$ cat src/rtl/tl_ul_initiator.sv
// Single-outstanding TileLink-UL initiator: turns a simple request/response
// client port into 128-bit Get/Put A-channel messages and collects the D reply.
module tl_ul_initiator #(
    parameter logic [2:0]  SOURCE_ID = 3'd0,
    parameter int unsigned TIMEOUT   = 1024
) (
    input  logic         clk,
    input  logic         rst,
    input  logic         req_valid,
    output logic         req_ready,
    input  logic         req_wr,
    input  logic [31:0]  req_addr,
    input  logic [127:0] req_wdata,
    input  logic [15:0]  req_wmask,
    output logic         rsp_valid,
    input  logic         rsp_ready,
    output logic [127:0] rsp_rdata,
    output logic         rsp_err,
    output logic         tlmst_a_valid,
    input  logic         tlmst_a_ready,
    output logic [2:0]   tlmst_a_opcode,
    output logic [2:0]   tlmst_a_param,
    output logic [7:0]   tlmst_a_size,
    output logic [2:0]   tlmst_a_source,
    output logic [31:0]  tlmst_a_address,
    output logic [15:0]  tlmst_a_mask,
    output logic [127:0] tlmst_a_data,
    output logic         tlmst_a_corrupt,
    input  logic         tlmst_d_valid,
    output logic         tlmst_d_ready,
    input  logic [2:0]   tlmst_d_opcode,
    input  logic [1:0]   tlmst_d_param,
    input  logic [7:0]   tlmst_d_size,
    input  logic [2:0]   tlmst_d_source,
    input  logic [2:0]   tlmst_d_sink,
    input  logic         tlmst_d_denied,
    input  logic [127:0] tlmst_d_data,
    input  logic         tlmst_d_corrupt
);

    localparam logic [2:0]  OP_PUT_FULL    = 3'd0;
    localparam logic [2:0]  OP_PUT_PARTIAL = 3'd1;
    localparam logic [2:0]  OP_GET         = 3'd4;
    localparam logic [2:0]  OP_ACK         = 3'd0;
    localparam logic [2:0]  OP_ACK_DATA    = 3'd1;
    localparam logic        TMO_EN         = (TIMEOUT != 0);
    localparam logic [31:0] TMO_LAST       = (TIMEOUT == 0) ? 32'd0 : 32'(TIMEOUT - 1);

    typedef enum logic [2:0] {
        ST_IDLE  = 3'd0,
        ST_AREQ  = 3'd1,
        ST_DWAIT = 3'd2,
        ST_RESP  = 3'd3,
        ST_DRAIN = 3'd4
    } state_t;

    state_t         state_r;
    logic           wr_r;
    logic           late_r;
    logic [31:0]    cnt_r;
    logic           req_ready_r;
    logic           rsp_valid_r;
    logic [127:0]   rsp_rdata_r;
    logic           rsp_err_r;
    logic           a_valid_r;
    logic [2:0]     a_opcode_r;
    logic [2:0]     a_param_r;
    logic [7:0]     a_size_r;
    logic [2:0]     a_source_r;
    logic [31:0]    a_address_r;
    logic [15:0]    a_mask_r;
    logic [127:0]   a_data_r;
    logic           a_corrupt_r;
    logic           d_ready_r;

    logic [2:0]     d_exp_op_s;
    logic           d_err_s;
    logic           timeout_hit_s;
    logic           unused_ok_s;

    // Response classification for the beat currently on the D channel.
    always_comb begin
        d_exp_op_s    = wr_r ? OP_ACK : OP_ACK_DATA;
        d_err_s       = tlmst_d_denied | tlmst_d_corrupt |
                        (tlmst_d_source != SOURCE_ID) | (tlmst_d_opcode != d_exp_op_s);
        timeout_hit_s = TMO_EN && (cnt_r == TMO_LAST);
    end

    assign unused_ok_s = ^{tlmst_d_param, tlmst_d_size, tlmst_d_sink, req_addr[3:0]};

    // Transaction FSM; every port-facing signal is a register updated here.
    always_ff @(posedge clk or posedge rst) begin
        if (rst) begin
            state_r     <= ST_IDLE;
            wr_r        <= 1'b0;
            late_r      <= 1'b0;
            cnt_r       <= 32'd0;
            req_ready_r <= 1'b1;
            rsp_valid_r <= 1'b0;
            rsp_rdata_r <= 128'd0;
            rsp_err_r   <= 1'b0;
            a_valid_r   <= 1'b0;
            a_opcode_r  <= 3'd0;
            a_param_r   <= 3'd0;
            a_size_r    <= 8'd0;
            a_source_r  <= 3'd0;
            a_address_r <= 32'd0;
            a_mask_r    <= 16'd0;
            a_data_r    <= 128'd0;
            a_corrupt_r <= 1'b0;
            d_ready_r   <= 1'b0;
        end else begin
            case (state_r)
                ST_IDLE: begin
                    if (req_valid) begin
                        wr_r        <= req_wr;
                        req_ready_r <= 1'b0;
                        a_valid_r   <= 1'b1;
                        a_opcode_r  <= !req_wr ? OP_GET :
                                       (req_wmask == 16'hFFFF) ? OP_PUT_FULL : OP_PUT_PARTIAL;
                        a_param_r   <= 3'd0;
                        a_size_r    <= 8'd4;
                        a_source_r  <= SOURCE_ID;
                        a_address_r <= {req_addr[31:4], 4'h0};
                        a_mask_r    <= req_wr ? req_wmask : 16'hFFFF;
                        a_data_r    <= req_wr ? req_wdata : 128'd0;
                        a_corrupt_r <= 1'b0;
                        state_r     <= ST_AREQ;
                    end
                end
                ST_AREQ: begin
                    if (a_valid_r && tlmst_a_ready) begin
                        a_valid_r <= 1'b0;
                        cnt_r     <= 32'd0;
                        d_ready_r <= 1'b1;
                        state_r   <= ST_DWAIT;
                    end
                end
                ST_DWAIT: begin
                    // A real beat wins over a timeout expiring in the same cycle.
                    if (tlmst_d_valid) begin
                        rsp_rdata_r <= (!wr_r && !d_err_s) ? tlmst_d_data : 128'd0;
                        rsp_err_r   <= d_err_s;
                        rsp_valid_r <= 1'b1;
                        d_ready_r   <= 1'b0;
                        state_r     <= ST_RESP;
                    end else if (timeout_hit_s) begin
                        rsp_rdata_r <= 128'd0;
                        rsp_err_r   <= 1'b1;
                        rsp_valid_r <= 1'b1;
                        d_ready_r   <= 1'b0;
                        late_r      <= 1'b1;
                        state_r     <= ST_RESP;
                    end else begin
                        cnt_r <= cnt_r + 32'd1;
                    end
                end
                ST_RESP: begin
                    if (rsp_ready) begin
                        rsp_valid_r <= 1'b0;
                        if (late_r) begin
                            d_ready_r <= 1'b1;
                            state_r   <= ST_DRAIN;
                        end else begin
                            req_ready_r <= 1'b1;
                            state_r     <= ST_IDLE;
                        end
                    end
                end
                ST_DRAIN: begin
                    // Swallow the reply that arrived after we gave up on it.
                    if (tlmst_d_valid) begin
                        late_r      <= 1'b0;
                        d_ready_r   <= 1'b0;
                        req_ready_r <= 1'b1;
                        state_r     <= ST_IDLE;
                    end
                end
                default: begin
                    late_r      <= 1'b0;
                    rsp_valid_r <= 1'b0;
                    a_valid_r   <= 1'b0;
                    d_ready_r   <= 1'b0;
                    req_ready_r <= 1'b1;
                    state_r     <= ST_IDLE;
                end
            endcase
        end
    end

    assign req_ready       = req_ready_r;
    assign rsp_valid       = rsp_valid_r;
    assign rsp_rdata       = rsp_rdata_r;
    assign rsp_err         = rsp_err_r;
    assign tlmst_a_valid   = a_valid_r;
    assign tlmst_a_opcode  = a_opcode_r;
    assign tlmst_a_param   = a_param_r;
    assign tlmst_a_size    = a_size_r;
    assign tlmst_a_source  = a_source_r;
    assign tlmst_a_address = a_address_r;
    assign tlmst_a_mask    = a_mask_r;
    assign tlmst_a_data    = a_data_r;
    assign tlmst_a_corrupt = a_corrupt_r;
    assign tlmst_d_ready   = d_ready_r;

endmodule

$ cat config.mk
export PLATFORM = sky130hd
export DESIGN_NAME = tl_ul_initiator
export DESIGN_NICKNAME = d
export VERILOG_FILES = /design/src/rtl/tl_ul_initiator.sv
export SDC_FILE = /design/constraint.sdc
export NUM_CORES = 1
export LEC_CHECK = 0
export ABC_CLOCK_PERIOD_IN_PS = 13400
export CELL_PAD_IN_SITES_DETAIL_PLACEMENT = 0
export CELL_PAD_IN_SITES_GLOBAL_PLACEMENT = 1
export CORE_AREA = 2 2 260 262
export CTS_CLUSTER_DIAMETER = 150
export DETAILED_ROUTE_END_ITERATION = 6
export DIE_AREA = 0 0 262 264
export GPL_TIMING_DRIVEN = 0
export PLACE_DENSITY = 0.71
export RECOVER_POWER = 50
export SLEW_MARGIN = 20
export SYNTH_ARGS = -nofsm -noshare
export SYNTH_HDL_FRONTEND = slang
export SYNTH_SLANG_ARGS = --single-unit
$ cat constraint.sdc
create_clock -name clk -period 13.4 [get_ports clk]
set_input_delay 2.01 -clock clk [delete_from_list [all_inputs] [get_ports clk]]
set_output_delay 2.01 -clock clk [all_outputs]
set_load 0.02 [all_outputs]
Word-level counts from Yosys, hierarchy flattened
Cells that the tools add are included.

operators by class
  equality and inequality tests = 17
  bitwise gates (word level) = 8
  reduce and logical (&&, ||, !) cells = 21
  multiplexer cells = 42
  $add $sub $neg = 1

operators with widths
  operator               number
  $mux 128               4
  $mux 32                3
  $pmux 32 s2            1
  $add 32x1->32 const B  1
  $eq 32x10->1 const B   1
  $mux 3                 8
  $mux 1                 19
  $ne 2x2->1 const B     9
  $eq 16x16->1 const B   1
  $mux 16                1
  $pmux 3 s5             1
  $reduce_and 5->1       2
  $pmux 1 s3             3
  $reduce_or 3->1        3
  $reduce_and 4->1       2
  $eq 3x2->1 const B     2
  $reduce_and 3->1       2
  $reduce_and 6->1       1
  $not 1->1              5
  $pmux 1 s5             1
  $pmux 1 s4             1
  $reduce_and 2->1       2
  $reduce_bool 2->1      2
  $eq 3x1->1 const B     1
  other kinds (9)        13

storage, ports and cells
  input port bits = 332
  word-level logic and storage cells = 104
  flip-flop bits (word level) = 346
  output and inout bits = 327

Longest topological paths before layout
Gate-level depths: netlist (run 1).

  depth after elaboration = 7
  gate-level depth with buffers = 8
  mapped depth without buffers = 6

Worst setup path before layout (run 1)
Ideal clock, no wire load.

  path kind = input-to-reg
  from = input tlmst_d_valid
  to = register cnt_r[24]
  cell stages on the path = 5
  library setup time = 0.078 ns
  path buffers = 0
  required time = 13.322 ns
  setup slack = 9.886 ns
  arrival time = 3.436 ns
  cells stage by stage = or3b_1 a21oi_2 nand4_1 or4_1 a21oi_1

on the way
  cells in the longest elaborated chain, start to end = 2

ends and longest elaborated chain
  what                               line  RTL
  start: declaration                 29    input logic tlmst_d_valid,
  $ne 2x2->1 (no source line)        -
  $reduce_and 4->1 (no source line)  -
  end signal: assignment             155   cnt_r <= cnt_r + 32'd1;
  end: declaration                   60    logic [31:0] cnt_r;

Every way passes these cells.
A chain may end at the register's enable or synchronous reset.

Worst setup path after layout (run 1)
  from = input req_valid
  to = register a_address_r[9] (netlist: tlmst_a_address[9])

on the way
  cells in the longest elaborated chain, start to end = 1

ends and longest elaborated chain
  what                               line  RTL
  start: declaration                 9     input logic req_valid,
  $reduce_and 2->1 (no source line)  -
  end signal: assignment             124   a_address_r <= {req_addr[31:4], 4'h0};
  end: declaration                   70    logic [31:0] a_address_r;

Every way passes these cells.

==> results.txt, run 1 <==
- Outcome: complete, but fails checks
- Failing checks: max-capacitance violations, max-slew violations
- Dividing the detail-routed wire length by the instance count gives between 15 and 20 um.
- Post-cts resize count: 0
* Power per unit of standard cell area: roughly 170 nW/um^2
* Worst-case vdd ir drop: roughly 0.094 mV
- Core Rows: 95
* Netlist cell types: 50
- In this run the critical register-to-register path is captured at tlmst_a_address[9]$_DFFE_PP0P_.
* Setup Total Neg Slack: 0 ns
- Arr. time, crit path: around 5.3 ns
- Summed over all layers, the routed wires come to ~56000 um.
* Maximum single-stage delay on the critical path: ~0.76 ns
* Largest fanout of any net on the critical path: 10
- The layout has 6719 filler cells.
- For this run the aggregate overflow at the end of global routing stands at 0.
- Derived from the worst setup path, the maximum achievable clock frequency is between 0.2 and 0.25 GHz.
* Count of placed standard cells in the final layout, fillers left out: 2933
* Setup crit start kind: input pin
* Total via count in the routed design: approximately 13k
* Worst Hold Path Cells: 2
- Number of search-and-repair iterations in the first detailed-routing pass: 5
- Global routing consumed, over all layers together, around 16% of the routing resources.
* Hold Path End: tlmst_a_data[4]$_DFFE_PP0P_
* R2R depth: 8
- Kind of end point of the critical path: flop
- Final WS setup: 8.63 ns
- Hold wc startpoint: tlmst_a_data[4]$_DFFE_PP0P_
- In this run the worst hold path is classified as reg -> reg.
- Counting every sink on the clock net gives ~350.
- In the layout the commonest cells are sky130_fd_sc_hd__clkdlybuf4s50_1 (477), sky130_fd_sc_hd__nand2_1 (373), sky130_fd_sc_hd__dfrtp_1 (344).
- Max transition margin: -129%
- Total instance count after detailed placement: approximately 2.9k
* Clock transition at the registers of the reported paths: 0.06 ns
- Slew of the pin with the lowest slew margin: 3.42 ns
* Critical path cell sequence: dlygate4sd3_1 -> nor2b_1 -> and2_1 -> clkbuf_1 -> clkbuf_1 -> clkbuf_1 -> nand2_1 -> nand2_1
* CP required: between 10 and 15 ns
- Of the cells placed in the final design, the portion with a size suffix greater than 1 is 5.97%.
* H-tree lvl count: 2
- Place WS: 7.97 ns
- Routability-driven placement finished with a final weighted congestion of 0.845.
* Number of buffers created by CTS: 42
- In this run the mean area of a mapped cell was a little over 10 um^2.
* Vias/cell: between 4 and 5
- Total design power: approximately 4.0 mW
* Seq cells post-synth: 345
- Hold timing on the final database bottoms out at a slack of between 0.4 and 0.5 ns.
* Post-detailed-route count of antenna-violating nets: 0
* Instance count of the mapped netlist: roughly 1.3k
- Area of all placed cells without fillers: between 20000 and 25000 um^2
* Final Max Slew Viols: 68
- Post-DP HPWL: 43100 um
* # setup viols final: 0
- In this run the tool buffered the top-level ports with 621 buffer cells.
* Reported leakage power: ~11 nW
- Post-CTS timing repair inserted 0 buffers for setup.
* Clock insertion delay at the later pin of the skew report: around 0.55 ns
- Final Cycle Share: 35.6%
- Critical path buffers and inverters: 4
* DRC violations left: 0
- Layout-stage area growth over the synthesis result: 64.8%
- Clk buf depth: 3
- For this run, the number of Yosys warnings is 0.
- # IOs: about 660
- CTS tree: done
- The largest individual stage delay along the critical path comes from the cell sky130_fd_sc_hd__clkbuf_1.
- The die covers a little under 70000 um^2.
- Between clock sinks in the finished design, the worst skew comes to 0.0182 ns.
- Category of the most critical setup path: in -> reg
* Starting Density: 20.8%
- Initial antenna violation count: 3
- Entering global routing, the biggest net connects between 100 and 150 pins.
- Vert. Die Dim: 264 um
- Cell family with the largest share of critical-path delay: buffers and inverters
- Hold repair after CTS inserted 0 buffers.
- Wire length of the first global-routing pass: ~84000 um
* Commonest non-fill, non-tap cell in the layout: sky130_fd_sc_hd__clkdlybuf4s50_1
* Synthesized cell area: 13800 um^2
- Fraction of the core area covered by cells at the end of the flow: approximately a third
* Startpoint of the lowest-slack register-to-register path: state_r[1]$_DFFE_PP0P_
- The smallest clock period supported by the final layout is computed as approximately 4.8 ns.
* Setup slack, reg-to-reg: 9.93 ns
- Across the run, the number of max-cap violations was 1.
- Vias in the first global route: between 10k and 15k
- Core region area: roughly 67000 um^2
- RSZ-0062 raised after global routing: no
- The cell sitting at the root of the clock tree is a sky130_fd_sc_hd__clkbuf_16.
- Placed standard-cell area: 21300 um^2
- Endpoints failing hold: 0
- In this run, the number of DRC markers left after iteration 0 of detailed routing was between 600 and 700.
- Net total in the final layout: between 2k and 2.5k
- In this run the horizontal extent of the chip is ~260 um.
- Share of the yosys chip area belonging to registers: a little over 60%
* Cell repeated most along the worst path: sky130_fd_sc_hd__clkbuf_1
==> cell usage after synthesis (all sizes together) <==
library cell,number,share of area (%)
ha,1,0.090
a21boi,1,0.054
nand3,146,5.3
and2,8,0.36
conb,1,0.027
a21o,2,0.11
mux2i,3,0.22
a22o,128,8.1
buf,48,2.1
or3,7,0.32
a31oi,21,0.95
nand3b,1,0.054
o31ai,12,0.65
nor2,33,0.91
or2,1,0.045
dfstp,1,0.19
nor2b,3,0.14
nand2b,5,0.23
o211ai,4,0.22
and3,4,0.18
o41ai,7,0.44
nor4b,2,0.24
dfrtp,344,62
nor4,11,0.59
clkbuf,67,1.8
or4,8,0.43
o22ai,1,0.045
and4,1,0.063
a311o,1,0.072
inv,23,0.62
a21oi,21,0.79
a32oi,1,0.063
nand4,19,0.86
nor3,2,0.072
a2111oi,1,0.063
o21ai,20,0.72
or3b,2,0.14
nand4b,1,0.063
nor3b,2,0.11
xor2,4,0.25
nand2,373,10
==> cells by family after synthesis <==
kind of cell | share of synthesized area [%]
muxes | 0.217
other | 0.0271
and+or+nand+nor | 20.2
DFF | 62.4
buffers and inverters | 4.56
adders and majority gates | 0.0904
AOI/OAI and AO/OA | 12.3
xor gates and xnor gates | 0.253
==> cell type report <==
type	instances	area (um^2)	share of cell area [%]
flip-flops and latches	345	8630	37.9
repair buffers	624	6300	27.6
multi-input cells	876	4640	20.3
clock buffers	61	1270	5.58
well taps	873	1090	4.79
plain buffers	115	544	2.39
clock inverters	15	241	1.06
inverters	23	87.6	0.384
diodes	1	2.50	0.0110
==> flip-flops by register name, indices dropped and copies added, names as in the netlist <==
name	flops
rsp_valid	1
tlmst_a_mask	16
tlmst_a_opcode	2
cnt_r	32
state_r	3
tlmst_a_address	28
req_ready	1
tlmst_a_valid	1
wr_r	1
rsp_err	1
late_r	1
tlmst_a_data	128
tlmst_d_ready	1
rsp_rdata	128
tlmst_a_size	1
==> metal layers <==
layer | GRT usage, % | routed length, um | up-vias
li1 | - | - | 5982
met1 | 18.2 | 21700 | 6243
met2 | 27.2 | 27500 | 567
met3 | 5.17 | 5100 | 113
met4 | 6.05 | 2120 | 2
met5 | 0 | 16 | -
==> worst max-delay path by stage <==
stage	start	to	slack, ns	cells past startpoint
after detailed placement	req_valid	tlmst_a_address[9]$_DFFE_PP0P_	7.97	8
after global placement	rst	tlmst_a_mask[15]$_DFFE_PP0P_	-2.89	2
after floorplan	rst	cnt_r[0]$_DFFE_PP0P_	1.83	1
after CTS	req_valid	tlmst_a_address[9]$_DFFE_PP0P_	8.55	8
final	req_valid	tlmst_a_address[9]$_DFFE_PP0P_	8.63	8
after global routing	req_valid	tlmst_a_address[9]$_DFFE_PP0P_	8.30	8
==> worst min-delay path: stages (launching register included) <==
cell and delay (ns):
sky130_fd_sc_hd__dfrtp_1 0.34, sky130_fd_sc_hd__nand2_1 0.05, sky130_fd_sc_hd__nand2_1 0.04
==> power by group <==
group	leakage, nW	switching (mW)	internal, mW
sequential	4.57	0.128	1.26
combinational	5.33	0.807	0.544
clock	0.743	0.467	0.775
total	10.6	1.40	2.58
No activity file was read; power rests on OpenSTA's default activity.
==> run 2, diff against run 1 <==
--- a/config.mk
+++ b/config.mk
@@ -5,7 +5,7 @@
 export SDC_FILE = /design/constraint.sdc
 export NUM_CORES = 1
 export LEC_CHECK = 0
-export ABC_CLOCK_PERIOD_IN_PS = 13400
+export ABC_CLOCK_PERIOD_IN_PS = 4550
 export CELL_PAD_IN_SITES_DETAIL_PLACEMENT = 0
 export CELL_PAD_IN_SITES_GLOBAL_PLACEMENT = 1
 export CORE_AREA = 2 2 260 262
==> constraint.sdc (replaced) <==
create_clock -name clk -period 4.55 [get_ports clk]
set_input_delay 0.6825 -clock clk [delete_from_list [all_inputs] [get_ports clk]]
set_output_delay 0.6825 -clock clk [all_outputs]
set_load 0.02 [all_outputs]
==> run 2 against run 1 <==
First-iteration DRC count is 8.1% lower. Final cell count up 0.38%. Worst hold slack about the same. Global-route usage fell by 0.21 points. The flow still finishes with violations (max-capacitance violations, max-slew violations). Largest power group unchanged. Design area is essentially flat.
==> results.txt, run 2 (synthesis gave the netlist of run 1 again) <==
- The flow ran to the end, but the final reports show violations.
- The checks that failed: max-capacitance violations, max-slew violations.
* Worst-case vdd ir drop: roughly 0.31 mV
- Multi-input logic area: between 4000 and 5000 um^2
- Die footprint: about 70000 um^2
- The critical path in this run is classified as in -> async.
* Power per unit of standard cell area: roughly 510 nW/um^2
* Global route total overflow: 0
- Post-detailed-route count of antenna-violating nets: 0
- Fill cells in the final layout number between 6k and 7k.
- The number of cells on the worst reg-to-reg path is 8.
- Reported leakage power: between 10 and 15 nW
* H-tree lvl count: 2
- Max capacitance violation total: 4
- Kind of end point of the critical path: asynchronous set/reset pin
- Combinational logic is responsible for about 34% of the overall power.
- Arr. time, crit path: 4.41 ns
* Clk network pwr share: between 30% and 40%
- For this run, the post-layout net count is ~2.4k.
- The tree is rooted in a sky130_fd_sc_hd__clkbuf_16.
- In this run, the number of DRC markers left after iteration 0 of detailed routing was between 600 and 700.
- Peak Freq: 0.273 GHz
- Count of port buffers added during placement: approximately 620
- Clock tree sinks: between 300 and 400
* CP required: between 5 and 6 ns
- Wire length of the first global-routing pass: 82700 um
* Placed standard-cell area: approximately 21000 um^2
- Critical path cell sequence: dlygate4sd3_1 -> clkinvlp_2 -> clkbuf_1 -> clkbuf_1 -> buf_12 -> buf_16
- Of the total power, the share spent switching nets is about 36%.
- Clock insertion delay at the later pin of the skew report: about 0.56 ns
* Final wirelength: ~56000 um
- Share of layout cells above drive strength 1: 6.18%
- The internal power of the cells totals ~7.5 mW.
- Max transition margin: -21.9%
- The wire-length estimate of the detail-placed layout is roughly 44000 um.
* Commonest non-fill, non-tap cell in the layout: sky130_fd_sc_hd__clkdlybuf4s50_1
- The finished layout holds around 2.9k standard cells, fillers aside.
* Endpoints failing hold: 0
- Slew of the pin with the lowest slew margin: 1.83 ns
- Clock-pin slew was measured on the worst setup and hold paths at approximately 0.060 ns.
- Setup violations remaining at the end of the flow were counted as 0.
- Commonest cells after routing, fill and taps aside: sky130_fd_sc_hd__clkdlybuf4s50_1 (469), sky130_fd_sc_hd__nand2_1 (373), sky130_fd_sc_hd__dfrtp_1 (344)
- Core Rows: between 90 and 100
* Vert. Die Dim: between 200 and 300 um
- After detailed routing, the number of vias per cell comes to roughly 4.4.
- Layout-stage area growth over the synthesis result: 64.9%
- CTS tree: done
- STA classifies the critical path startpoint as an input pin.
* Area of all placed cells without fillers: 22800 um^2
* Worst Hold Path Cells: 2
- In this design, the critical path's most frequently occurring cell is sky130_fd_sc_hd__clkbuf_1.
* Clk buf depth: 3
* Antenna diode count: 0
* Core region area: 66600 um^2
- The worst path needs roughly 3.7 ns of the cycle, external delays included.
- Switching power summed over all nets: just over 4 mW
* Largest fanout of any net on the critical path: 31
- Worst hold path type: reg -> reg
* Final Max Slew Viols: approximately 110
- Routability-driven placement finished with a final weighted congestion of between 0.8 and 0.9.
- For this run, the total global-route usage over all layers was measured as between 10% and 20%.
* Hold buffer count at cts: 0
- Final Cycle Share: about four fifths
- The number of antenna violations at the first check in global routing was 0.
- # IOs: ~660
* Maximum number of pins on one net before global-route repair: 36
- Number of post-CTS setup repair buffers: 0
* RSZ-0062 raised after global routing: no
- Worst-path cell with the longest stage delay: sky130_fd_sc_hd__clkbuf_1
* DRC violations left: 0
- Post-cts resize count: 0
- Maximum single-stage delay on the critical path: between 1 and 1.5 ns
* Setup slack, reg-to-reg: 1.10 ns
- Total via count in the routed design: between 10k and 15k
- Vias in the first global route: about 13k
- Number of buffers created by CTS: between 40 and 50
- Across the whole layout, storage elements account for 8630 um^2.
- After detailed routing, the average wire length per cell comes to approximately 19 um.
- Part of the total power dissipated in sequential elements: a little over a third
* Total instance count after detailed placement: around 2.9k
* Number of search-and-repair iterations in the first detailed-routing pass: 5
- Cells fill 34.3% of the core in the end.
- Die X: 262 um
- Maximum clock skew at final layout: 0.0233 ns
- Starting Density: a little over 20%
[run 2: routing by layer]
layer  wire length, um  GRT usage, %
met3              5060          4.97
met2             27400          26.6
met5                 0             0
met4              1520          4.73
met1             22300          18.8
[run 2: final timing paths]
kind	end	from
worst max-delay path	tlmst_a_data[63]$_DFFE_PP0P_	rst
worst min-delay path	tlmst_a_data[100]$_DFFE_PP0P_	tlmst_a_data[100]$_DFFE_PP0P_
worst max register to register	tlmst_a_address[31]$_DFFE_PP0P_	state_r[1]$_DFFE_PP0P_
worst min register to register	tlmst_a_data[100]$_DFFE_PP0P_	tlmst_a_data[100]$_DFFE_PP0P_
max in group clk	tlmst_a_address[31]$_DFFE_PP0P_	state_r[1]$_DFFE_PP0P_
min in group asynchronous	tlmst_a_data[35]$_DFFE_PP0P_	rst
[run 2: area by class of cell]
class	instances	area share [%]
tap	873	4.79
clock buffer	63	5.66
multi-input combinational	876	20.3
clock inverter	15	0.839
inverter	23	0.384
buffer	115	2.39
timing repair buffer	634	27.8
sequential	345	37.8
[run 2: metrics by stage]
| stage | power [mW] | setup WS [ns] | hold WS [ns] | TNS [ns] |
|---|---|---|---|---|
| after floorplan | 6.01 | -0.748 | 0.466 | -257.37 |
| after global placement | 8.22 | -3.37 | 0.450 | -1148.96 |
| after detailed placement | 8.30 | 0.277 | 0.455 | 0 |
| after CTS | 12.0 | 0.782 | 0.393 | 0 |
| after global routing | 12.3 | 0.408 | 0.485 | 0 |
| final | 11.6 | 0.890 | 0.460 | 0 |
[run 2: worst max-delay path, delay by kind of cell]
family                 cells  cell delay, ns
buffers and inverters      6            3.66
[run 2: power groups by stage]
| stage | Sequential (mW) | Clock [mW] | Combinational [mW] |
|---|---|---|---|
| after floorplan | 4.85 | 0 | 1.16 |
| after global placement | 4.12 | 0 | 4.10 |
| after detailed placement | 4.14 | 0 | 4.15 |
| after CTS | 4.11 | 3.69 | 4.16 |
| after global routing | 4.18 | 3.83 | 4.29 |
| final | 4.09 | 3.58 | 3.97 |
==> run 3, diff against run 2 <==
--- a/config.mk
+++ b/config.mk
@@ -5,7 +5,7 @@
 export SDC_FILE = /design/constraint.sdc
 export NUM_CORES = 1
 export LEC_CHECK = 0
-export ABC_CLOCK_PERIOD_IN_PS = 4550
+export ABC_CLOCK_PERIOD_IN_PS = 3400
 export CELL_PAD_IN_SITES_DETAIL_PLACEMENT = 0
 export CELL_PAD_IN_SITES_GLOBAL_PLACEMENT = 1
 export CORE_AREA = 2 2 260 262
==> constraint.sdc (replaced) <==
create_clock -name clk -period 3.4 [get_ports clk]
set_input_delay 0.51 -clock clk [delete_from_list [all_inputs] [get_ports clk]]
set_output_delay 0.51 -clock clk [all_outputs]
set_load 0.02 [all_outputs]
==> run 3 against run 2 <==
Core utilization about the same. Register-to-register slack worse by 0.70 ns. Critical path depth rose by 1. Power up 34%. Largest cell class unchanged. The flow still finishes with violations (max-capacitance violations, max-slew violations). Via count about the same. Flip-flop and latch count stayed put. Critical endpoint is now tlmst_a_address[31]$_DFFE_PP0P_. Design area is 0.11% higher. Combinational power rose by 34%.
==> results.txt, run 3 (synthesis gave the netlist of run 1 again) <==
- Outcome: complete, but fails checks
* Failing checks: max-capacitance violations, max-slew violations
* Endpoints failing hold: 0
* Die X: approximately 260 um
- The wire-length estimate of the detail-placed layout is ~44000 um.
* Largest fanout of any net on the critical path: 10
- CTS tree: done
- Power per unit of standard cell area: slightly below 700 nW/um^2
- The total overflow left after global routing is 0.
- Count of port buffers added during placement: approximately 620
- Number of search-and-repair iterations in the first detailed-routing pass: 5
- CP required: 3.88 ns
* Initial antenna violation count: 0
- After floorplanning, the core was sized to cover 66600 um^2.
- The number of cells on the worst reg-to-reg path is 7.
- Vias/cell: between 4 and 5
* Gpl congestion: 0.857
* Critical path buffers and inverters: 3
* Hold slack final: ~0.38 ns
- The first global-routing pass estimated between 80000 and 90000 um of wire.
- Leaving out fill and tap cells, the most frequent cell in the layout is sky130_fd_sc_hd__clkdlybuf4s50_1.
* Number of post-CTS setup repair buffers: 0
- Total routing usage reported by global routing: 15.6%
- The clock tree synthesis step divided the H-tree into 2 levels.
* Net total in the final layout: between 2k and 2.5k
* Max transition margin: -9.66%
- The library cells used most frequently in the layout, excluding fill and tap cells, are sky130_fd_sc_hd__clkdlybuf4s50_1 (470), sky130_fd_sc_hd__nand2_1 (373), sky130_fd_sc_hd__dfrtp_1 (344).
- Layout-stage area growth over the synthesis result: 65.0%
- Per report_power, the clock group accounts for a little under a third of the total.
* Worst-path cell with the longest stage delay: sky130_fd_sc_hd__and2_1
- Entering global routing, the biggest net connects 36 pins.
* Clock tree sinks: approximately 350
- Slew of the pin with the lowest slew margin: between 1.5 and 2 ns
- Worst-case vdd ir drop: between 0.4 and 0.5 mV
* # setup viols final: 0
- Number of buffers created by CTS: 43
- The post-route netlist has about 6.5% of its cells at a drive strength greater than 1.
- From bottom edge to top edge, the die measures roughly 260 um.
* Critical path cell sequence: clkbuf_1 -> nor2_1 -> and2_1 -> clkbuf_2 -> clkbuf_1 -> nand2_1 -> nand2_1
- The detail route stage leaves a number of antenna-violating nets equal to 0.
- After detailed routing, the average wire length per cell comes to approximately 19 um.
* Clk buf depth: 3
- Based on the critical path, the design can be clocked at up to around 0.33 GHz.
* Reported leakage power: 10.7 nW
- Final wirelength: about 56000 um
- Clock insertion delay at the later pin of the skew report: 0.56 ns
- Kind of end point of the critical path: flop
- The first routing iteration left around 590 violations.
* Max capacitance violation total: 1
- After detailed routing, the number of remaining DRC violations is 0.
- 0 antenna diodes ended up in the layout.
- Maximum clock skew at final layout: approximately 0.024 ns
* Switching power summed over all nets: ~5.5 mW
* Final Cycle Share: about nine tenths
* RSZ-0062 raised after global routing: no
* Arr. time, crit path: 3.49 ns
- STA classifies the critical path startpoint as a flop.
* Die footprint: just under 70000 um^2
* Depth of the critical timing path with buffers and inverters included: 7
- Per report_power, the combinational group accounts for approximately 34% of the total.
* Worst hold path type: in -> async
- Vias in the first global route: 13.2k
- Total via count in the routed design: about 13k
- Cell internal power was estimated by the tool at 10.0 mW.
- Total design power: around 16 mW
- Part of the total power dissipated in sequential elements: 35.1%
- In this run switching power makes up a little over a third of total power.
- Clock transition at the registers of the reported paths: 0.06 ns
- The max-slew violation count is 31.
- Cell family with the largest share of critical-path delay: simple AND/OR/NAND/NOR gates
- Clock tree synthesis selected as its root buffer the cell sky130_fd_sc_hd__clkbuf_16.
- In this design, the stage delay of the slowest critical-path cell is approximately 0.58 ns.
* Category of the most critical setup path: reg -> reg
- Counting the fill cells in the layout gives 6706.
* Post-route minimum period: 3.00 ns
* Starting Density: about a fifth
* Core Rows: 95
* # IOs: 659
- In the final timing run, aggregate negative setup slack is 0 ns.
- Hold repair after CTS inserted 0 buffers.
run 3: cell count changes in the layout (fill, tap and decap cells not counted), sizes merged:
cell,change
clkbuf,-2
buf,+1
clkdlybuf4s50,+1
dlygate4sd3,-1
run 3: what timing repair did:
| action | 4_1_cts | 5_1_grt |
|---|---|---|
| endpoints found under the hold margin | 0 | 0 |
| setup endpoints to repair | 101 | 0 |
| resized for setup | 2 | 0 |
run 3: worst paths after layout:
check	from	to	slack [ns]
worst min-delay path	rst	tlmst_a_data[35]$_DFFE_PP0P_	0.38
worst max register to register	state_r[1]$_DFFE_PP0P_	tlmst_a_address[31]$_DFFE_PP0P_	0.40
min in group clk	tlmst_a_data[100]$_DFFE_PP0P_	tlmst_a_data[100]$_DFFE_PP0P_	0.46
worst max-delay path	state_r[1]$_DFFE_PP0P_	tlmst_a_address[31]$_DFFE_PP0P_	0.40
worst min register to register	tlmst_a_data[100]$_DFFE_PP0P_	tlmst_a_data[100]$_DFFE_PP0P_	0.46
max in group asynchronous	rst	rsp_rdata[13]$_DFFE_PP0P_	0.48
run 3: final cells by class:
type                            instances  area [um^2]  share of cell area (%)
Clock inverter                         15          191                   0.838
Buffer                                114          544                    2.38
Sequential cell                       345         8630                    37.8
Multi-Input combinational cell        876         4640                    20.3
Tap cell                              873         1090                    4.78
Clock buffer                           63         1290                    5.65
Timing Repair Buffer                  634         6370                    27.9
Inverter                               23         87.6                   0.383
run 3: routing by layer:
metal | track usage [%] | routed length, um | up-vias
met5 | 0 | 0 | -
met4 | 4.73 | 1540 | 0
met3 | 4.97 | 5110 | 99
met2 | 26.6 | 27300 | 567
met1 | 18.8 | 22200 | 6260
li1 | - | - | 6018
run 3: worst reg2reg max path, cell delays in order, from the launching register on:
cell                       delay [ns]
sky130_fd_sc_hd__dfrtp_1         0.40
sky130_fd_sc_hd__clkbuf_1        0.23
sky130_fd_sc_hd__nor2_1          0.46
sky130_fd_sc_hd__and2_1          0.58
sky130_fd_sc_hd__clkbuf_2        0.47
sky130_fd_sc_hd__clkbuf_1        0.57
sky130_fd_sc_hd__nand2_1         0.14
sky130_fd_sc_hd__nand2_1         0.08
run 3: metrics by stage:
step | cells | instance area, um^2 | worst slack, ns | utilization, %
finish | 2943 | 22800 | 0.396 | 34.3
global route | 2943 | 22800 | 0.0555 | 34.3
CTS | 2943 | 23000 | 0.168 | 34.5
detailed placement | 2866 | 21500 | -0.701 | 32.3
global placement | 2853 | 21200 | -4.35 | 31.9
floorplan | 1359 | 13900 | -1.73 | -
run 3: power groups by stage:
stage / clock network (mW) / registers, mW / logic (mW)
floorplan: 0 / 6.49 / 1.55
global placement: 0 / 5.52 / 5.48
detailed placement: 0 / 5.54 / 5.56
CTS: 4.94 / 5.50 / 5.57
global route: 5.12 / 5.59 / 5.75
finish: 4.80 / 5.47 / 5.32
